--- config.mk ---
export PLATFORM = sky130hd
export DESIGN_NAME = rr_arbiter8_dec_flat
export DESIGN_NICKNAME = d
export VERILOG_FILES = /design/src/rtl/rr_arbiter8_dec_if.sv /design/src/rtl/rr_arbiter8_dec.sv /design/src/flat_wrapper.sv
export SDC_FILE = /design/constraint.sdc
export NUM_CORES = 1
export LEC_CHECK = 0
export CAP_MARGIN = 20
export CORE_ASPECT_RATIO = 1.75
export CORE_MARGIN = 5
export CORE_UTILIZATION = 51
export CTS_CLUSTER_DIAMETER = 50
export DETAILED_ROUTE_END_ITERATION = 12
export PLACE_DENSITY = 0.76
export SKIP_LAST_GASP = 1
export SLEW_MARGIN = 20
export SYNTH_ARGS = -nofsm -noshare
export SYNTH_HDL_FRONTEND = slang
export SYNTH_SLANG_ARGS = --single-unit
--- constraint.sdc ---
create_clock -name clk -period 4.6 [get_ports clk]
set_input_delay 0.69 -clock clk [delete_from_list [all_inputs] [get_ports clk]]
set_output_delay 0.69 -clock clk [all_outputs]
set_load 0.02 [all_outputs]
--- src/rtl/rr_arbiter8_dec_if.sv ---
// Request/grant bundle between the round-robin arbiter and its requesters.
interface rr_arbiter8_dec_if;
    logic       en;
    logic [7:0] req;
    logic       done;
    logic [7:0] grant;
    logic [2:0] grant_idx;
    logic       grant_valid;
    logic       timeout;

    // Requester side: drives enable, requests and done; observes the grant.
    modport master (
        output en,
        output req,
        output done,
        input  grant,
        input  grant_idx,
        input  grant_valid,
        input  timeout
    );

    // Arbiter side.
    modport slave (
        input  en,
        input  req,
        input  done,
        output grant,
        output grant_idx,
        output grant_valid,
        output timeout
    );
endinterface

--- src/rtl/rr_arbiter8_dec.sv ---
// Eight-way round-robin arbiter with a decoded one-hot grant. An owner keeps the
// grant until done, request drop, enable loss or the hold timeout, and every
// hand-over passes through at least one idle cycle.
module rr_arbiter8_dec #(
    parameter int unsigned MAX_HOLD = 15,
    parameter int unsigned HOLD_W   = 4
) (
    input  logic             clk,
    input  logic             rst_n,
    rr_arbiter8_dec_if.slave arb_io
);

    localparam logic [0:0] StIdle = 1'b0;
    localparam logic [0:0] StBusy = 1'b1;

    localparam bit                TimeoutEn = (MAX_HOLD != 0);
    localparam logic [HOLD_W-1:0] HoldLast  = HOLD_W'(MAX_HOLD - 1);
    localparam logic [HOLD_W-1:0] HoldMax   = '1;

    logic [0:0]        state_q, state_d;
    logic [2:0]        ptr_q, ptr_d;
    logic [HOLD_W-1:0] hold_q, hold_d;
    logic [2:0]        idx_q, idx_d;
    logic              valid_q, valid_d;
    logic [7:0]        grant_q, grant_d;
    logic              timeout_q, timeout_d;

    logic       win_found;
    logic [2:0] win_idx;
    logic [2:0] cand;
    logic       release_now;

    // Rotating priority search: first set request starting at ptr_q.
    always_comb begin
        win_found = 1'b0;
        win_idx   = ptr_q;
        cand      = ptr_q;
        for (int i = 0; i < 8; i++) begin
            cand = ptr_q + 3'(i);
            if (!win_found && arb_io.req[cand]) begin
                win_found = 1'b1;
                win_idx   = cand;
            end
        end
    end

    // FSM next state, hold counter and release decision.
    always_comb begin
        state_d     = state_q;
        ptr_d       = ptr_q;
        hold_d      = hold_q;
        idx_d       = idx_q;
        valid_d     = valid_q;
        timeout_d   = 1'b0;
        release_now = 1'b0;

        if (state_q == StIdle) begin
            valid_d = 1'b0;
            if (arb_io.en && win_found) begin
                state_d = StBusy;
                idx_d   = win_idx;
                valid_d = 1'b1;
                hold_d  = '0;
            end
        end else begin
            // Priority: enable loss, done, request drop, then timeout.
            // done on the timeout cycle therefore suppresses the timeout pulse.
            if (!arb_io.en || arb_io.done || !arb_io.req[idx_q]) begin
                release_now = 1'b1;
            end else if (TimeoutEn && (hold_q == HoldLast)) begin
                release_now = 1'b1;
                timeout_d   = 1'b1;
            end

            if (release_now) begin
                state_d = StIdle;
                valid_d = 1'b0;
                ptr_d   = idx_q + 3'd1;
            end else if (hold_q != HoldMax) begin
                hold_d = hold_q + 1'b1;
            end
        end
    end

    // 3-to-8 decode of the next owner, gated by the next valid.
    always_comb begin
        grant_d = '0;
        if (valid_d) begin
            grant_d[idx_d] = 1'b1;
        end
    end

    // State and registered outputs, synchronous active-low reset.
    always_ff @(posedge clk) begin
        if (!rst_n) begin
            state_q   <= StIdle;
            ptr_q     <= '0;
            hold_q    <= '0;
            idx_q     <= '0;
            valid_q   <= 1'b0;
            grant_q   <= '0;
            timeout_q <= 1'b0;
        end else begin
            state_q   <= state_d;
            ptr_q     <= ptr_d;
            hold_q    <= hold_d;
            idx_q     <= idx_d;
            valid_q   <= valid_d;
            grant_q   <= grant_d;
            timeout_q <= timeout_d;
        end
    end

    assign arb_io.grant       = grant_q;
    assign arb_io.grant_idx   = idx_q;
    assign arb_io.grant_valid = valid_q;
    assign arb_io.timeout     = timeout_q;

endmodule

--- src/flat_wrapper.sv ---
// flat-port wrapper written by rule: the top's interface ports become plain ports
module rr_arbiter8_dec_flat 
#(
    parameter int unsigned MAX_HOLD = 15,
    parameter int unsigned HOLD_W   = 4
)
  (clk, rst_n, arb_io_en, arb_io_req, arb_io_done, arb_io_grant, arb_io_grant_idx, arb_io_grant_valid, arb_io_timeout);
  rr_arbiter8_dec_if arb_io_i ();
  input  logic clk;
  input  logic rst_n;
  input wire logic [$bits(arb_io_i.en)-1:0] arb_io_en;
  input wire logic [$bits(arb_io_i.req)-1:0] arb_io_req;
  input wire logic [$bits(arb_io_i.done)-1:0] arb_io_done;
  output wire logic [$bits(arb_io_i.grant)-1:0] arb_io_grant;
  output wire logic [$bits(arb_io_i.grant_idx)-1:0] arb_io_grant_idx;
  output wire logic [$bits(arb_io_i.grant_valid)-1:0] arb_io_grant_valid;
  output wire logic [$bits(arb_io_i.timeout)-1:0] arb_io_timeout;
  assign arb_io_i.en = arb_io_en;
  assign arb_io_i.req = arb_io_req;
  assign arb_io_i.done = arb_io_done;
  assign arb_io_grant = arb_io_i.grant;
  assign arb_io_grant_idx = arb_io_i.grant_idx;
  assign arb_io_grant_valid = arb_io_i.grant_valid;
  assign arb_io_timeout = arb_io_i.timeout;
  rr_arbiter8_dec #(.MAX_HOLD(MAX_HOLD), .HOLD_W(HOLD_W)) u_core (.clk(clk), .rst_n(rst_n), .arb_io(arb_io_i));
endmodule
* Word-level counts from Yosys, hierarchy flattened
Cells that the tools add are included.
W data, S select, Z words.
** Cells by class
- Shift-type cells :: 0
- Equal/unequal tests :: 4
- $mul :: 0
- Reductions and logical operators :: 25
- Mux-type cells :: 49
- Add/subtract/negate cells :: 9
- Div/mod/pow operators :: 0
- Bitwise gates (word level) :: 2
- Magnitude comparators :: 11
** Operators with widths (count)
- $lt A3 B4 Y1 const B :: 10
- $bmux W1 S3 :: 9
- $mux W3 :: 9
- $mux W1 :: 26
- $mux W4 :: 4
- $add A3 B3 Y3 const B :: 4
- $logic_and A1 B1 Y1 :: 9
- $logic_not A1 Y1 :: 9
- $add A3 B1 Y3 const B :: 2
- $add A3 B2 Y3 const B :: 2
- $add A4 B1 Y4 const B :: 1
- $eq A4 B4 Y1 const B :: 1
- $ne A2 B2 Y1 const B :: 2
- $ne A4 B4 Y1 const B :: 1
- $reduce_and A2 Y1 :: 2
- $demux W1 S3 :: 1
- $ge A3 B1 Y1 const B :: 1
- $reduce_and A3 Y1 :: 1
- $reduce_or A3 Y1 :: 1
- $logic_or A1 B1 Y1 :: 2
- $not A1 Y1 :: 2
- $reduce_bool A2 Y1 :: 1
** Storage, ports and cells
- Memories :: 0
- Flip-flop bits (word level) :: 21
- Latch bits :: 0
- Logic and storage cells :: 107
- Output and inout port bits :: 13
- Bits of input ports :: 12
- RAM bits :: 0
- ROM bits :: 0

* Logic depth before layout (Yosys ltp)
Gate-level depths: netlist of run 1.
- Depth in word-level cells :: 31
- Depth in mapped cells :: 14
- Mapped depth without buffers :: 10

* Least setup slack after synthesis of run 1
No wires, ideal clock.
- Path type :: register -> register
- Start point :: reg u_core.ptr_q[1]
- End point :: reg u_core.idx_q[2], in the netlist u_core.arb_io.grant_idx[2]
- Arrival :: 3.104 ns
- Required time :: 4.485 ns
- Stages on the path, launching flop included :: 15
- Library setup time :: 0.115 ns
- Buffers on the path :: 4
- Period minus slack after synthesis :: 3.219 ns
- Path slack :: 1.381 ns
- Cells stage by stage :: dfxtp_1 -> buf_6 -> buf_2 -> inv_1 -> ha_1 -> buf_6 -> buf_6 -> mux2i_1 -> mux4_2 -> a32oi_2 -> a21oi_1 -> a222oi_1 -> o22ai_1 -> a221o_1 -> and2_1
** Between the ends
- Cells in the longest elaborated chain, start to end :: 27
- Elaborated cells between the ends (all ways) :: 55
- Classes of those cells :: add/sub (7); mux (33); reduce/logical (15)
** Ends and longest elaborated chain
- start, declared :: RTL line rr_arbiter8_dec.sv:21 : logic [2:0] ptr_q, ptr_d;
- start signal, assigned :: RTL line rr_arbiter8_dec.sv:105 : ptr_q <= ptr_d;
- parallel branches: the longest is 25 deep, another holds $add A3 B1 Y3
- $mux W3 (*) :: RTL line rr_arbiter8_dec.sv:59 : if (arb_io.en && win_found) begin
- $mux W3 (*) :: RTL line rr_arbiter8_dec.sv:57 : if (state_q == StIdle) begin
- end signal, assigned :: RTL line rr_arbiter8_dec.sv:107 : idx_q <= idx_d;
- end, declared :: RTL line rr_arbiter8_dec.sv:23 : logic [2:0] idx_q, idx_d;
Every way passes the cells marked *. The select of a mux whose other input is x is not followed.
A chain may end at the register's enable or synchronous reset.

* Final worst setup path of run 1
- Start point :: reg u_core.ptr_q[0]
- End point :: reg u_core.idx_q[2], in the netlist u_core.arb_io.grant_idx[2]
The elaborated chain is that of the path after synthesis.

==> results of run 1 <==
## layout make-up
class                      instances  area (um^2)  share of cell area
sequential                        21          420               0.181
tap                               48         60.1              0.0258
clock buffer                       3         41.3              0.0178
multi-input combinational        178         1490               0.641
inverter                          12         45.0              0.0194
timing repair buffer              27          263               0.113
clock inverter                     1         5.00             0.00215
## per-stage QoR
stage / power [uW] / setup slack (ns) / hold slack, ns / instances
after floorplan: 400 / 1.38 / 0.459 / 221
after global placement: 461 / 0.979 / 0.476 / 286
after detailed placement: 464 / 0.987 / 0.499 / 286
after CTS: 587 / 1.16 / 0.510 / 290
after global routing: 621 / 0.891 / 0.541 / 290
final: 586 / 1.10 / 0.508 / 290
## synth_stat cells (all sizes together) (3+ instances only)
master  number  area [um^2]
nand2       22         82.6
mux2         6         67.6
nand3        4         20.0
ha           5         62.6
nor2        11         41.3
nor2b        6         37.5
and3         3         18.8
xor2         3         26.3
clkbuf       4         15.0
a211oi       5         37.5
nand2b       3         18.8
a21oi       12         63.8
o22ai        4         25.0
a221oi       3         32.5
mux2i       14          144
o21ai       11         58.8
mux4        15          338
and2         7         43.8
buf          6         55.1
inv         12         45.0
nor3        12         60.1
dfxtp       21          420
## state kept, by name (all words and copies together) (netlist names)
signal / count
u_core.arb_io.grant: 8
u_core.hold_q: 4
u_core.arb_io.grant_idx: 3
u_core.ptr_q: 3
u_core.arb_io.grant_valid: 1
u_core.arb_io.timeout: 1
u_core.state_q: 1
## placed cells by master (no fill, tap or decap), types with 5 or more instances in the layout
cell type        netlist  final
clkdlybuf4s50_1        0     24
nand2_1               22     22
dfxtp_1               21     21
mux4_2                15     15
mux2i_1               13     13
inv_1                 12     12
nor3_1                12     12
nor2_1                11     11
a21oi_1               11     11
o21ai_0                6      6
and2_1                 6      6
nor2b_1                6      6
mux2_2                 5      5
a211oi_1               5      5
ha_1                   5      5
## final timing paths
path | from | to | slack (ns) | cells after the start
worst min-delay path | u_core.hold_q[1] | u_core.hold_q[1] | 0.51 | 2
worst max register to register | u_core.ptr_q[0] | u_core.arb_io.grant_idx[2] | 1.10 | 11
worst min register to register | u_core.hold_q[1] | u_core.hold_q[1] | 0.51 | 2
worst max-delay path | u_core.ptr_q[0] | u_core.arb_io.grant_idx[2] | 1.10 | 11
## layer usage
layer | vias to the layer above | routed length, um | part of all wire | global-route usage
met4 | 0 | 227 | 0.045 | 0.114
met5 | - | 0 | 0 | 0
met1 | 907 | 1860 | 0.36 | 0.223
li1 | 891 | - | - | -
met3 | 17 | 172 | 0.034 | 0.0249
met2 | 51 | 2830 | 0.56 | 0.375
## kinds of logic after synthesis
| group | share of synthesized area |
|---|---|
| AND/OR/NAND/NOR | 0.188 |
| AO/OA/AOI/OAI | 0.224 |
| multiplexers | 0.271 |
| buffers and inverters | 0.0568 |
| flip-flops | 0.207 |
| XOR/XNOR | 0.0216 |
| adder cells (fa/ha/maj) | 0.0309 |
## worst max-delay path, cell delays in order, from the launching register on
cell      delay, ns
dfxtp_1        0.33
inv_1          0.11
ha_1           0.58
buf_4          0.26
mux2i_1        0.10
mux4_2         0.50
a32oi_2        0.33
a21oi_1        0.08
a222oi_1       0.29
o22ai_1        0.21
a221o_1        0.42
and2_1         0.19
## power groups by stage
stage | sequential, uW | combinational [uW] | clock [uW]
finish | 199 | 265 | 121
floorplan | 206 | 193 | 0
global placement | 203 | 258 | 0
CTS | 199 | 263 | 125
global route | 200 | 288 | 132
detailed placement | 203 | 261 | 0
==> qor.txt, run 1 <==
Outcome -> completed
Vias in the first global route -> 1,836
IO buf count -> 24
Final RePlAce weighted congestion -> 0.912
DP HPWL -> 3990 um
Fin Setup TNS -> 0 ns
EDFF count, synth -> 0
WL final -> 5090 um
Fillcell total -> 340
H-tree depth -> 1
Required time of the critical path -> 4.76 ns
Placed Area -> 0.00228 mm^2
Unrepaired setup endpoints after global routing -> no
TritonCTS clock tree -> built
Register area share after synthesis -> 0.207
Ys async rst share -> 0
Initial core utilization -> 0.524
Syn. warnings -> 0
Pint -> 366 uW
CTS Buffer Depth -> 2
Post-Syn Area -> 0.00203 mm^2
Ports -> 25
Nets -> 260
CTS root buffer -> clkbuf_8
Ys flop type -> dfxtp_1
Die width -> 57.7 um
Design Area, Final -> 0.00233 mm^2
Synth-to-Final Area Change -> 14.8%
Net Count, Synth -> 238
Initial antenna violation count -> 0
Hold WC Path Type -> flop to flop
Via/cell ratio -> 6.43
Leakage -> 0.000814 uW
Final Max Slew Viols -> 0
Synth cell types -> 57
Critical path launch point type -> flop
Switching Share -> 0.375
1st-pass router iterations -> 4
Detailed router's first-iteration violation count -> 109
Setup repair bufs after CTS -> 0
Clk_skew -> 0.00563 ns
Final Hold Fails -> 0
Post-synthesis cell count -> 221
Pin count of the biggest net entering global routing -> 21
Utilization after layout -> 0.602
Max Clock Freq -> 285 MHz
Max-Cap Viols -> 0
Resized cells post-CTS -> 0
Peak VDD IR -> 0.230 mV
DR WL/cell -> 17.5 um
Crit. End Element -> flop
Total grt overflow -> 0
Drt drc -> 0
Post-route minimum period -> 3.50 ns
CP Max Fanout -> 11
Clock power frac -> 0.207
P_sw -> 220 uW
Total track usage -> 0.207
Final setup fails -> 0
Clk slew on worst S/H paths -> 0.08 ns
Relative slew slack -> 0.545
Combinational Power Share -> 0.453
Post-route ant nets -> 0
Die Span Y -> 93.4 um
Core area -> 0.00387 mm^2
Synthesized area per cell -> 9.17 um^2
Via Count -> 1,866
Reg power frac -> 0.340
N_diodes -> 0
Layout cells sized above 1 -> 0.161
Tcrit/Tclk final -> 0.761
Post-synthesis register bit count -> 21
Pin slew with the least headroom to its limit -> 0.681 ns
First-pass GRT wire length -> 8710 um
Power Density -> 252 mW/mm^2
Critical Path AT -> 3.66 ns
CTS buffer count -> 3
Hold_buf cts -> 0
Worst-Skew Late Latency -> 0.27 ns
Clock sinks -> 21
Die area -> 0.00538 mm^2
WS Path Type -> flop to flop
Rows -> 30
Note: power is estimated with default switching activity, not from simulation.
==> inputs of run 2 (changes only) <==
--- a/config.mk
+++ b/config.mk
@@ -11,7 +11,7 @@
 export CORE_UTILIZATION = 51
 export CTS_CLUSTER_DIAMETER = 50
 export DETAILED_ROUTE_END_ITERATION = 12
-export PLACE_DENSITY = 0.76
+export PLACE_DENSITY = 0.79
 export SKIP_LAST_GASP = 1
 export SLEW_MARGIN = 20
 export SYNTH_ARGS = -nofsm -noshare
==> constraint.sdc (replaced) <==
create_clock -name clk -period 2.95 [get_ports clk]
set_input_delay 0.4425 -clock clk [delete_from_list [all_inputs] [get_ports clk]]
set_output_delay 0.4425 -clock clk [all_outputs]
set_load 0.02 [all_outputs]
==> qor.txt, run 2 (same netlist as run 1, synthesis figures left out) <==
Die area -> 0.00538 mm^2 (unchanged)
Final Hold Fails -> 0 (unchanged)
Seq. cell area -> 425 um^2 (+1.2%)
Drt drc -> 0 (unchanged)
Max reg flops -> 8 (unchanged)
Fillcell total -> 207 (-39%)
H-tree depth -> 1 (unchanged)
Total grt overflow -> 0 (unchanged)
Final RePlAce weighted congestion -> 0.904 (-0.88%)
Die width -> 57.7 um (unchanged)
IO buf count -> 24 (unchanged)
Crit. End Element -> flop
Post-route ant nets -> 0 (unchanged)
WS Path Type -> flop to flop
Hold Path Stages -> 2 (unchanged)
N_diodes -> 0 (unchanged)
Clk slew on worst S/H paths -> 0.08 ns (about the same)
DP HPWL -> 4600 um (+15%)
Clk_skew -> 0.00273 ns (-0.00290 ns)
Required time of the critical path -> 3.13 ns (-1.63 ns)
Via/cell ratio -> 6.61 (+2.7%)
Clock sinks -> 21 (unchanged)
Tcrit/Tclk final -> 1.03 (+0.269)
Ports -> 25 (unchanged)
DR WL/cell -> 21.0 um (+20%)
Total track usage -> 0.249 (+0.0422)
Outcome -> complete, but fails checks
Critical path launch point type -> flop
Leakage -> 0.00117 uW (+44%)
Relative slew slack -> 0.625 (+0.0799)
Layout Cells excl Fill -> 343 (+18%)
Initial core utilization -> 0.524 (unchanged)
Max Clock Freq -> 329 MHz (+15%)
Failing checks -> setup timing
Pin count of the biggest net entering global routing -> 20 (-4.8%)
Pin slew with the least headroom to its limit -> 0.557 ns (-0.125 ns)
Commonest cells after routing, fill and taps aside -> buf_4 (46), nand2_1 (21), dfxtp_1 (19)
First-pass GRT wire length -> 10,600 um (+22%)
Commonest non-fill, non-tap cell in the layout -> buf_4
Core area -> 0.00387 mm^2 (unchanged)
Power Density -> 384 mW/mm^2 (+52%)
Die Span Y -> 93.4 um (unchanged)
CTS buffer count -> 3 (unchanged)
TritonCTS clock tree -> built
Rows -> 30 (unchanged)
Vias in the first global route -> 2,252 (+23%)
Final setup fails -> 10 (+10)
Utilization after layout -> 0.808 (+0.207)
Max-Cap Viols -> 0 (unchanged)
Reg2reg path depth -> 10 (-1)
Via Count -> 2,267 (+21%)
Initial antenna violation count -> 0 (unchanged)
Post-route minimum period -> 3.04 ns (-0.463 ns)
1st-pass router iterations -> 5 (+1)
Hold WC Path Type -> flop to flop
Peak VDD IR -> 0.443 mV (+92%)
CTS root buffer -> clkbuf_8
DP Cell Count -> 327 (+14%)
WL final -> 7210 um (+42%)
Worst-Skew Late Latency -> 0.26 ns (about the same)
Final Max Slew Viols -> 0 (unchanged)
Critical Path AT -> 3.22 ns (-0.44 ns)
Design Power -> 1200 uW (+100%)
Layout cells sized above 1 -> 0.464 (+0.303)
CP Max Fanout -> 6 (-5)
CTS Buffer Depth -> 2 (unchanged)
Area taken by multi-input logic gates -> 0.00185 mm^2 (+24%)
Final setup margin -> -0.0893 ns (-1.19 ns)
Synth-to-Final Area Change -> 54.2%
Nets -> 313 (+20%)
Detailed router's first-iteration violation count -> 122 (+12%)
Unrepaired setup endpoints after global routing -> yes
==> run 2: changes by cell type in the layout (fill, tap and decap cells not counted), sizes merged <==
cell,before,now
dlygate4sd2,0,8
clkdlybuf4s50,24,16
buf,3,56
==> run 2: worst paths after layout <==
check,startpoint,to,slack (ns)
max reg2reg,u_core.ptr_q[1],u_core.arb_io.grant[0],-0.09
min,u_core.hold_q[0],u_core.hold_q[0],0.50
max,u_core.ptr_q[1],u_core.arb_io.grant[0],-0.09
min reg2reg,u_core.hold_q[0],u_core.hold_q[0],0.50
==> run 2: final cells by class <==
class | instances | area share
well taps | 48 | 0.0192
multi-input cells | 178 | 0.590
repair buffers | 80 | 0.224
clock buffers | 3 | 0.0132
flip-flops and latches | 21 | 0.136
clock inverters | 1 | 0.00160
inverters | 12 | 0.0152
==> run 2: critical path, cell delays in order, from the launching register on <==
cell and delay (ns):
dfxtp_4 0.39, inv_4 0.04, ha_4 0.32, mux4_2 0.60, mux2_4 0.33, a211oi_2 0.23, o32ai_2 0.14, a221oi_4 0.34
and3_4 0.24, o31ai_4 0.09, nor3_2 0.24
==> run 2: metal layers <==
layer,track usage,share of wire,up-vias
met5,0,0,-
met4,0.168,0.079,0
met3,0.0221,0.046,53
met2,0.442,0.53,123
met1,0.269,0.34,1091
li1,-,-,1000
==> run 2: stage by stage <==
stage	TNS, ns	hold slack [ns]	setup slack [ns]	cell area, um^2
6_report	-0.466	0.497	-0.0893	3130
2_1_floorplan	-0.181	0.459	-0.0572	2080
3_5_place_dp	-5.11	0.487	-0.420	2650
5_1_grt	-1.59	0.536	-0.209	3130
3_3_place_gp	-4.17	0.476	-0.317	2650
4_1_cts	0	0.497	0.00259	2780
==> run 2: power breakdown <==
group | switching, uW | total (uW) | internal (uW)
Combinational | 356 | 699 | 344
Sequential | 16.7 | 312 | 295
Clock | 94.4 | 189 | 94.1
Total | 467 | 1200 | 733
==> run 2: what timing repair did <==
action	4_1_cts	5_1_grt
setup buffers	6	7
hold buffers	0	0
pin swaps	9	24
gates resized for setup	18	56
endpoints found under the setup margin	12	16
